**src/rtl/cache_arbiter_if.sv**
```systemverilog
// Bus bundle for cache_arbiter: icache/dcache line-miss ports and the physical-memory line port.
// slave is the arbiter's view; master is the view of whatever drives the caches and memory.
interface cache_arbiter_if #(
  parameter int ADDR_W = 32,
  parameter int LINE_W = 256
);
  logic              i_read;
  logic [ADDR_W-1:0] i_addr;
  logic [LINE_W-1:0] i_rdata;
  logic              i_resp;
  logic              d_read;
  logic              d_write;
  logic [ADDR_W-1:0] d_addr;
  logic [LINE_W-1:0] d_wdata;
  logic [LINE_W-1:0] d_rdata;
  logic              d_resp;
  logic              pmem_read;
  logic              pmem_write;
  logic [ADDR_W-1:0] pmem_addr;
  logic [LINE_W-1:0] pmem_wdata;
  logic [LINE_W-1:0] pmem_rdata;
  logic              pmem_resp;

  modport slave (
    input  i_read, i_addr, d_read, d_write, d_addr, d_wdata, pmem_rdata, pmem_resp,
    output i_rdata, i_resp, d_rdata, d_resp, pmem_read, pmem_write, pmem_addr, pmem_wdata
  );

  modport master (
    output i_read, i_addr, d_read, d_write, d_addr, d_wdata, pmem_rdata, pmem_resp,
    input  i_rdata, i_resp, d_rdata, d_resp, pmem_read, pmem_write, pmem_addr, pmem_wdata
  );
endinterface

```
**src/rtl/cache_arbiter.sv**
```systemverilog
// Serialises icache/dcache line transactions onto one memory line port, one whole line at a time.
// Define CACHE_ARBITER_RR_EN for round-robin grant; otherwise dcache has fixed priority.
module cache_arbiter #(
  parameter int ADDR_W = 32,
  parameter int LINE_W = 256
) (
  input  logic           clk,
  input  logic           rst,
  cache_arbiter_if.slave bus
);

  typedef enum logic [2:0] {IDLE, SERVE_I, SERVE_D, RESP_I, RESP_D} state_t;

  state_t            r_state;
  state_t            w_next;
  logic [ADDR_W-1:0] r_addr;
  logic [LINE_W-1:0] r_wdata;
  logic              r_write;
  logic [LINE_W-1:0] r_i_rdata;
  logic [LINE_W-1:0] r_d_rdata;

  logic w_idle;
  logic w_d_req;
  logic w_d_pri;
  logic w_grant_d;
  logic w_grant_i;
  logic w_pmem_read;
  logic w_pmem_write;
  logic w_i_resp;
  logic w_d_resp;

  assign w_idle  = (r_state == IDLE);
  assign w_d_req = bus.d_read | bus.d_write;

`ifdef CACHE_ARBITER_RR_EN
  // Last-served flag starts at icache so the first contention goes to dcache.
  logic r_last_i;

  always_ff @(posedge clk or negedge rst) begin
    if (!rst) begin
      r_last_i <= 1'b1;
    end else if (w_grant_i || w_grant_d) begin
      r_last_i <= w_grant_i;
    end
  end

  assign w_d_pri = r_last_i;
`else
  assign w_d_pri = 1'b1;
`endif

  assign w_grant_d = w_idle && w_d_req && (!bus.i_read || w_d_pri);
  assign w_grant_i = w_idle && bus.i_read && !w_grant_d;

  always_ff @(posedge clk or negedge rst) begin
    if (!rst) begin
      r_state <= IDLE;
    end else begin
      r_state <= w_next;
    end
  end

  always_comb begin
    w_next = r_state;
    unique case (r_state)
      IDLE: begin
        if (w_grant_d) begin
          w_next = SERVE_D;
        end else if (w_grant_i) begin
          w_next = SERVE_I;
        end
      end
      SERVE_I: if (bus.pmem_resp) w_next = RESP_I;
      SERVE_D: if (bus.pmem_resp) w_next = RESP_D;
      RESP_I:  w_next = IDLE;
      RESP_D:  w_next = IDLE;
      default: w_next = IDLE;
    endcase
  end

  always_comb begin
    w_pmem_read  = 1'b0;
    w_pmem_write = 1'b0;
    w_i_resp     = 1'b0;
    w_d_resp     = 1'b0;
    unique case (r_state)
      SERVE_I: w_pmem_read = 1'b1;
      SERVE_D: begin
        w_pmem_read  = !r_write;
        w_pmem_write = r_write;
      end
      RESP_I:  w_i_resp = 1'b1;
      RESP_D:  w_d_resp = 1'b1;
      default: ;
    endcase
  end

  // Read+write together from dcache is taken as a write-back.
  always_ff @(posedge clk or negedge rst) begin
    if (!rst) begin
      r_addr    <= '0;
      r_wdata   <= '0;
      r_write   <= 1'b0;
      r_i_rdata <= '0;
      r_d_rdata <= '0;
    end else begin
      if (w_grant_d) begin
        r_addr  <= bus.d_addr;
        r_wdata <= bus.d_wdata;
        r_write <= bus.d_write;
      end else if (w_grant_i) begin
        r_addr  <= bus.i_addr;
        r_wdata <= '0;
        r_write <= 1'b0;
      end
      if (r_state == SERVE_I && bus.pmem_resp) begin
        r_i_rdata <= bus.pmem_rdata;
      end
      if (r_state == SERVE_D && bus.pmem_resp && !r_write) begin
        r_d_rdata <= bus.pmem_rdata;
      end
    end
  end

  assign bus.pmem_read  = w_pmem_read;
  assign bus.pmem_write = w_pmem_write;
  assign bus.pmem_addr  = r_addr;
  assign bus.pmem_wdata = r_wdata;
  assign bus.i_resp     = w_i_resp;
  assign bus.d_resp     = w_d_resp;
  assign bus.i_rdata    = r_i_rdata;
  assign bus.d_rdata    = r_d_rdata;

endmodule

```
**src/flat_wrapper.sv**
```systemverilog
// flat-port wrapper written by rule: the top's interface ports become plain ports
module cache_arbiter_flat 
#(
  parameter int ADDR_W = 32,
  parameter int LINE_W = 256
)
  (clk, rst, bus_i_read, bus_i_addr, bus_d_read, bus_d_write, bus_d_addr, bus_d_wdata, bus_pmem_rdata, bus_pmem_resp, bus_i_rdata, bus_i_resp, bus_d_rdata, bus_d_resp, bus_pmem_read, bus_pmem_write, bus_pmem_addr, bus_pmem_wdata);
  cache_arbiter_if #(.ADDR_W(ADDR_W), .LINE_W(LINE_W)) bus_i ();
  input  logic clk;
  input  logic rst;
  input wire logic [$bits(bus_i.i_read)-1:0] bus_i_read;
  input wire logic [$bits(bus_i.i_addr)-1:0] bus_i_addr;
  input wire logic [$bits(bus_i.d_read)-1:0] bus_d_read;
  input wire logic [$bits(bus_i.d_write)-1:0] bus_d_write;
  input wire logic [$bits(bus_i.d_addr)-1:0] bus_d_addr;
  input wire logic [$bits(bus_i.d_wdata)-1:0] bus_d_wdata;
  input wire logic [$bits(bus_i.pmem_rdata)-1:0] bus_pmem_rdata;
  input wire logic [$bits(bus_i.pmem_resp)-1:0] bus_pmem_resp;
  output wire logic [$bits(bus_i.i_rdata)-1:0] bus_i_rdata;
  output wire logic [$bits(bus_i.i_resp)-1:0] bus_i_resp;
  output wire logic [$bits(bus_i.d_rdata)-1:0] bus_d_rdata;
  output wire logic [$bits(bus_i.d_resp)-1:0] bus_d_resp;
  output wire logic [$bits(bus_i.pmem_read)-1:0] bus_pmem_read;
  output wire logic [$bits(bus_i.pmem_write)-1:0] bus_pmem_write;
  output wire logic [$bits(bus_i.pmem_addr)-1:0] bus_pmem_addr;
  output wire logic [$bits(bus_i.pmem_wdata)-1:0] bus_pmem_wdata;
  assign bus_i.i_read = bus_i_read;
  assign bus_i.i_addr = bus_i_addr;
  assign bus_i.d_read = bus_d_read;
  assign bus_i.d_write = bus_d_write;
  assign bus_i.d_addr = bus_d_addr;
  assign bus_i.d_wdata = bus_d_wdata;
  assign bus_i.pmem_rdata = bus_pmem_rdata;
  assign bus_i.pmem_resp = bus_pmem_resp;
  assign bus_i_rdata = bus_i.i_rdata;
  assign bus_i_resp = bus_i.i_resp;
  assign bus_d_rdata = bus_i.d_rdata;
  assign bus_d_resp = bus_i.d_resp;
  assign bus_pmem_read = bus_i.pmem_read;
  assign bus_pmem_write = bus_i.pmem_write;
  assign bus_pmem_addr = bus_i.pmem_addr;
  assign bus_pmem_wdata = bus_i.pmem_wdata;
  cache_arbiter #(.ADDR_W(ADDR_W), .LINE_W(LINE_W)) u_core (.clk(clk), .rst(rst), .bus(bus_i));
endmodule
```
**config.mk**
```make
export PLATFORM = sky130hd
export DESIGN_NAME = cache_arbiter_flat
export DESIGN_NICKNAME = d
export VERILOG_FILES = /design/src/rtl/cache_arbiter_if.sv /design/src/rtl/cache_arbiter.sv /design/src/flat_wrapper.sv
export SDC_FILE = /design/constraint.sdc
export NUM_CORES = 1
export LEC_CHECK = 0
export BUFFER_PORTS_ARGS = -buffer_cell sky130_fd_sc_hd__clkbuf_2
export CORE_AREA = 2 2 544 546
export CTS_BUF_LIST = sky130_fd_sc_hd__clkbuf_4 sky130_fd_sc_hd__clkbuf_8
export DETAILED_ROUTE_END_ITERATION = 10
export DIE_AREA = 0 0 546 548
export SYNTH_ARGS = -nofsm -noshare
export SYNTH_HDL_FRONTEND = slang
export SYNTH_SLANG_ARGS = --single-unit
```
**constraint.sdc**
```tcl
create_clock -name clk -period 4.6 [get_ports clk]
set_input_delay 0.23 -clock clk [delete_from_list [all_inputs] [get_ports clk]]
set_output_delay 0.23 -clock clk [all_outputs]
set_load 0.005 [all_outputs]
```
==> results of run 1 <==
## cell usage after synthesis, drive strengths merged
master	n	area (µm²)
buf	115	767
nor3	4	36.3
and2	1	6.26
a2111oi	1	8.76
nor2b	1	6.26
a2bb2oi	32	280
nor2	5	18.8
o21a	2	15.0
o22ai	32	200
o21ai	1	8.76
nand2	1	3.75
a22o	257	2250
dfrtp	804	20100
nor3b	2	15.0
or3b	1	8.76
a21oi	1	5.00
or2	1	6.26
clkbuf	14	52.6
mux2	512	5770
nand2b	3	26.3
## worst min-delay path: stages
cell and delay (ps):
dlygate4sd3_1 530, clkbuf_2 100, a22o_1 120
## how the worst max path moves through the flow
stage	slack, ps	depth (start not counted)	startpoint	end
after floorplan	2890	6	u_core.r_state[0]	u_core.bus.d_rdata[191]
after global placement	1900	5	u_core.r_state[1]	u_core.bus.pmem_wdata[193]
after detailed placement	1830	5	u_core.r_state[1]	u_core.bus.pmem_wdata[144]
after CTS	1340	6	u_core.r_state[1]	u_core.bus.pmem_wdata[6]
after global routing	1240	6	u_core.r_state[1]	u_core.bus.pmem_wdata[6]
final	1380	6	u_core.r_state[1]	u_core.bus.pmem_wdata[6]
## cell families (layout without fill, tap and decap cells)
kind of cell | count (synthesis) | count (layout) | share of synthesized area, %
multiplexers | 512 | 512 | 19.5
AND/OR/NAND/NOR | 19 | 19 | 0.431
buffers and inverters | 129 | 2460 | 2.77
flip-flops | 804 | 804 | 68.0
other | 0 | 77 | 0
AO/OA/AOI/OAI | 326 | 326 | 9.35
## layer usage
metal  global-route usage [%]  vias up
met5                        0        -
met4                     5.47       96
met3                     5.84      441
met2                     20.8     1511
met1                     15.9    13300
li1                         -    11200
## layout make-up
| class | instances | area, µm² | share of cell area [%] |
|---|---|---|---|
| Antenna cell | 77 | 193 | 0.369 |
| Clock buffer | 226 | 2850 | 5.46 |
| Clock inverter | 35 | 378 | 0.724 |
| Multi-Input combinational cell | 857 | 8690 | 16.6 |
| Sequential cell | 804 | 20100 | 38.6 |
| Tap cell | 3919 | 4900 | 9.40 |
| Timing Repair Buffer | 2199 | 15100 | 28.9 |
## power by group through the flow
stage	registers, mW	clock network [mW]	logic (mW)
after global placement	12.8	0	12.5
final	12.9	7.65	13.1
after global routing	13.2	8.25	13.9
after CTS	12.8	7.93	13.4
after detailed placement	12.9	0	12.6
after floorplan	12.6	0	4.93
## cell usage in the layout (no fill, tap or decap), types with 2 or more instances in the layout
cell / netlist / final
mux2_1: 45 / 45
a22o_1: 257 / 257
a2bb2oi_1: 32 / 32
o22ai_1: 32 / 32
buf_4: 74 / 56
inv_8: 0 / 4
inv_6: 0 / 2
nand2b_1: 2 / 2
nor3b_1: 2 / 2
clkbuf_4: 0 / 42
diode_2: 0 / 77
mux2_2: 467 / 467
nor3_1: 2 / 2
inv_12: 0 / 2
clkbuf_8: 0 / 184
nor2_1: 5 / 3
o21a_1: 2 / 2
dlygate4sd3_1: 0 / 748
clkinvlp_4: 0 / 3
dfrtp_1: 804 / 804
bufinv_16: 0 / 5
nor3_4: 1 / 2
clkbuf_2: 0 / 1384
buf_12: 0 / 9
clkinv_2: 0 / 17
## stage by stage
| step | util (%) | power, mW |
|---|---|---|
| 5_1_grt | 17.8 | 35.4 |
| 6_report | 17.8 | 33.6 |
| 3_3_place_gp | 14.1 | 25.3 |
| 4_1_cts | 17.7 | 34.2 |
| 2_1_floorplan | - | 17.5 |
| 3_5_place_dp | 14.1 | 25.5 |
## registers in the layout (all words and copies together) (netlist names)
signal                 count
u_core.bus.d_rdata       256
u_core.bus.i_rdata       256
u_core.bus.pmem_addr      32
u_core.bus.pmem_wdata    256
u_core.r_state             3
u_core.r_write             1
## what timing repair did
action                    4_1_cts  5_1_grt
hold buffers                  749        0
hold endpoints to repair     1079        0
setup buffers                   0        0
==> run metrics, run 1 <==
max-slew violations=0; CTS tree=done; Switching Share=37.4%; period utilization=69.9%; synthesized instance count=1,790; core footprint=293,000 µm²; WHS Endpoint=u_core.bus.pmem_wdata[252]; Final Instance Area=52,200 µm²; htree depth=4; Setup WS post-layout=1380 ps; cell internal pwr=21.0 mW; fill count=32,100; Synth cell types=26; Max-Cap Viols=0; drt initial violations=1,385; Comb pwr share=38.9%; Lkg Pwr=24.0 nW; Syn-to-layout area delta=76.3%; Clock Skew=39.8 ps; Least-Margin Pin Slew=1180 ps; Via density=3.27; first-pass GRT wire length=269,000 µm; Crit path largest cell delay=580 ps; sequential group share of total power=38.3%; Crit Path Class=flop to flop; final hold vios=0; Top delay family on crit path=buffers and inverters; CTS sink count=804; Final setup viols=0; Critical Path End Type=flop; status=completed; detailed placer's ending HPWL=171,000 µm; mapped cell area=29,600 µm²; # DRC=0; GRT overflow=0; first drt pass iteration count=5; Post-CTS Resized=0; reg2reg start=u_core.r_state[1]; share of cells above drive strength 1=53.1%; full die area=299,000 µm²; vias in the first global route=27,800; I/O Pins=1,386; FF-to-FF End=u_core.bus.pmem_wdata[6]; clock period minus worst slack=3220 ps; met2 WL post-DR=91,500 µm; HP Class=input port to flop; vias post-DR=26,600; die height=548 µm; Post-DP Area=41,300 µm²; largest net degree at the start of global routing=154; Port Buffers=1,385; initial antenna violation count=195; hold path cells=3; nets@finish=4,597; CTS clk-pin slew, worst paths=60 ps; TNS Setup=0 ps; placed cells=7,030; critical-path maximum fanout=61; Net Count, Synth=2,372; Placement Rows=199; highest routing layer actually used=met5; final hold slack=149 ps; RePlAce Congestion=0.958; WL met1=83,500 µm; Clock Path Buffers=4; Crit path buffers/inverters=3; pre-CTS setup slack=1830 ps; switching power=12.5 mW; RSZ-0062 raised after global routing=false; crit-path cells=nor3_4 -> buf_4 -> and2_4 -> buf_12 -> a22o_1 -> dlygate4sd3_1; average size of a mapped cell=16.5 µm²; post-synthesis sequential area ratio=68.0%; Root Buffer=clkbuf_8; die width=546 µm; startpoint types=flop; R2R setup slack=1380 ps; YS warnings=0; Hold Crit Start=bus_d_wdata[252]; relative slew slack=21.1%; Max VDD drop=0.484 mV; Final Instance Count excl. Fillers=8,117; Starting Density=10.1%; WL met3=21,500 µm; crit path DAT=4020 ps; WL final=207,000 µm; Skew-Pair Late Insertion Delay=900 ps; overall routing resource usage=13.3%; reg2reg path depth=6; CTS Buf Count=153; Yosys reg bits=804; Max Fclk=0.311 GHz; drt wl/cell=25.5 µm; slowest CP cell=and2_4; pwr dens=644 nW/µm²; Routed Antenna Nets=0; clock share of power=22.8%; Critical Path RT=5400 ps
Power figures use the tool's default switching activity.
==> inputs of run 2 (changes only) <==
- CORE_AREA: 2 2 544 546 -> 2 2 547 549
- DIE_AREA: 0 0 546 548 -> 0 0 549 551
- clock period: 4.6 -> 2.7 ns (I/O delays scaled with it)
==> run 2 against run 1 <==
The flow now finishes with violations (negative setup slack). Worst setup slack worse by 1400 ps. Global-route usage shrank 0.65 points. Sequential share of layout area fell by 1.7 points. Largest power group unchanged. Largest cell class unchanged. Core utilization grew 0.61 points. Die area increased by 1.1%. Critical endpoint is now u_core.bus.pmem_addr[17]. Combinational power increased by 78%. Critical path depth is 1 higher. Register-to-register slack got worse by 1200 ps. Sequential power grew 69%. Clock skew rose by 28 ps. Cell count is 2.8% higher. Clock power grew 67%.
==> run metrics, run 2 (same netlist as run 1, synthesis figures left out) <==
Final Instance Count excl. Fillers=8,344 (+2.8%); clock share of power=22.2% (-0.6 points); Final setup viols=1 (+1); Routed Antenna Nets=0 (unchanged); relative slew slack=32.7% (+12 points); Worst path depth=7 (+1); Starting Density=9.99% (-0.11 points); slowest CP cell=or3b_2; critical-path maximum fanout=32 (-48%); vias post-DR=27,200 (+2.6%); Placement Rows=200 (+0.50%); Setup WS post-layout=-5.49 ps (-1390 ps); status=finished, violations left; die width=549 µm (+0.55%); Critical Path End Type=flop; period utilization=100%; crit-path cells=dlygate4sd3_1 -> clkbuf_2 -> or3b_2 -> o22ai_1 -> dlygate4sd3_1 -> a2bb2oi_1 -> dlygate4sd3_1; vias in the first global route=28,900 (+3.9%); CTS Buf Count=147 (-3.9%); placed cells=7,064 (+0.48%); WHS Endpoint=u_core.bus.pmem_wdata[208]; Lkg Pwr=25.0 nW (+4.0%); Crit Path Class=input port to flop; GRT overflow=0 (unchanged); reg2reg start=u_core.r_state[1]; initial antenna violation count=146 (-25%); Root Buffer=clkbuf_8; Clock Skew=68.1 ps (+28.2 ps); sequential group share of total power=37.6% (-0.7 points); Crit path buffers/inverters=4 (+1); Crit path largest cell delay=760 ps (+180 ps); Max Fclk=0.370 GHz; Switching Share=37.3% (-0.064 points); R2R setup slack=190 ps (-1190 ps); Via density=3.26 (-0.19%); most used cell, CP=dlygate4sd3_1; drt initial violations=1,437 (+3.8%); drt wl/cell=24.1 µm (-5.3%); htree depth=4 (unchanged); # DRC=0 (unchanged); first drt pass iteration count=5 (unchanged); final hold slack=136 ps (-13.1 ps); CTS sink count=804 (unchanged); hold path cells=3 (unchanged); crit path DAT=3430 ps (-590 ps); Clock Path Buffers=4 (unchanged); detailed placer's ending HPWL=165,000 µm (-3.8%); die height=551 µm (+0.55%); max-slew violations=0 (unchanged); startpoint types=input port; Critical Path RT=3430 ps (-1970 ps); CTS clk-pin slew, worst paths=60 ps (about the same); FF-to-FF End=u_core.bus.pmem_addr[6]; pre-CTS setup slack=470 ps (-1360 ps); CTS tree=done; fill count=32,000 (-0.078%); Max-Cap Viols=0 (unchanged); pwr dens=1060 nW/µm² (+65%); Syn-to-layout area delta=84.4%; final hold vios=0 (unchanged); Post-CTS Setup Bufs=0 (unchanged); most common cell after layout, fill and taps aside=clkbuf_2; RSZ-0062 raised after global routing=false; Skew-Pair Late Insertion Delay=910 ps (about the same); Max VDD drop=0.625 mV (+29%); WL final=201,000 µm (-2.6%); Comb pwr share=40.2% (+1.3 points); HP Class=input port to flop; failing checks=negative setup slack; largest net degree at the start of global routing=176 (+14%); clock period minus worst slack=2710 ps; Util after Layout=18.4% (+0.61 points); Least-Margin Pin Slew=1010 ps (-174 ps); share of cells above drive strength 1=50.5% (-2.6 points); Hold Crit Start=bus_d_wdata[208]; PnR Total Power=57.9 mW (+72%); first-pass GRT wire length=260,000 µm (-3.3%); Port Buffers=1,385 (unchanged); reg2reg path depth=6 (unchanged); most frequent cells in the layout=1,384 x clkbuf_2, 966 x dlygate4sd3_1, 804 x dfrtp_1, 467 x mux2_2, 257 x a22o_1; Top delay family on crit path=buffers and inverters; overall routing resource usage=12.7% (-0.65 points); nets@finish=4,823 (+4.9%); cell internal pwr=36.3 mW (+73%); full die area=302,000 µm² (+1.1%); core footprint=296,000 µm² (+1.1%); switching power=21.6 mW (+72%); RePlAce Congestion=0.951 (-0.70%); I/O Pins=1,386 (unchanged)
[run 2: cell count changes in the layout (fill, tap and decap cells not counted), sizes merged]
| cell | before | now |
|---|---|---|
| buf | 67 | 81 |
| bufinv | 5 | 6 |
| clkbuf | 1610 | 1612 |
| clkinv | 19 | 9 |
| diode | 77 | 62 |
| dlygate4sd3 | 748 | 966 |
| inv | 8 | 5 |
[run 2: metrics by stage]
step	instance area (µm²)	setup TNS, ps
after floorplan	29600	0
after global placement	41500	0
after detailed placement	41500	0
after CTS	54400	0
after global routing	54500	0
final	54600	-5.49
[run 2: worst max path at each step]
| stage | start | end |
|---|---|---|
| CTS | bus_i_read | u_core.bus.pmem_addr[17] |
| floorplan | u_core.r_state[0] | u_core.bus.d_rdata[191] |
| detailed placement | u_core.r_state[2] | u_core.bus.d_rdata[24] |
| global placement | u_core.r_state[2] | u_core.bus.d_rdata[33] |
| global route | u_core.r_state[1] | u_core.bus.pmem_addr[6] |
| finish | bus_i_read | u_core.bus.pmem_addr[17] |
[run 2: layout make-up]
cell class                      count  area, µm²  area share, %
Timing Repair Buffer             2431      17500           32.1
Tap cell                         3939       4930           9.03
Clock inverter                     23        315          0.578
Multi-Input combinational cell    857       8690           15.9
Antenna cell                       62        155          0.284
Clock buffer                      228       2870           5.26
Sequential cell                   804      20100           36.9
[run 2: worst min-delay path, cell delays in order]
cell,delay (ps)
dlygate4sd3_1,530
clkbuf_2,200
a22o_1,140
[run 2: power groups by stage]
stage	Sequential [mW]	Clock (mW)	Combinational, mW
floorplan	21.4	0	8.40
global placement	21.6	0	21.6
detailed placement	21.8	0	22.0
CTS	21.6	13.3	23.7
global route	22.4	13.9	24.8
finish	21.8	12.8	23.3
[run 2: metal layers]
| metal | part of all wire (%) | vias up | wire, µm | track usage (%) |
|---|---|---|---|---|
| met5 | 0.31 | - | 619 | 0 |
| met4 | 5.9 | 94 | 11900 | 6.69 |
| met3 | 10 | 472 | 20800 | 5.50 |
| met2 | 45 | 1537 | 90100 | 20.3 |
| met1 | 39 | 13500 | 77800 | 14.2 |
| li1 | - | 11700 | - | - |
[run 2: what timing repair did]
action	4_1_cts	5_1_grt
resized for setup	0	0
hold buffers	967	0
endpoints found under the hold margin	1608	0
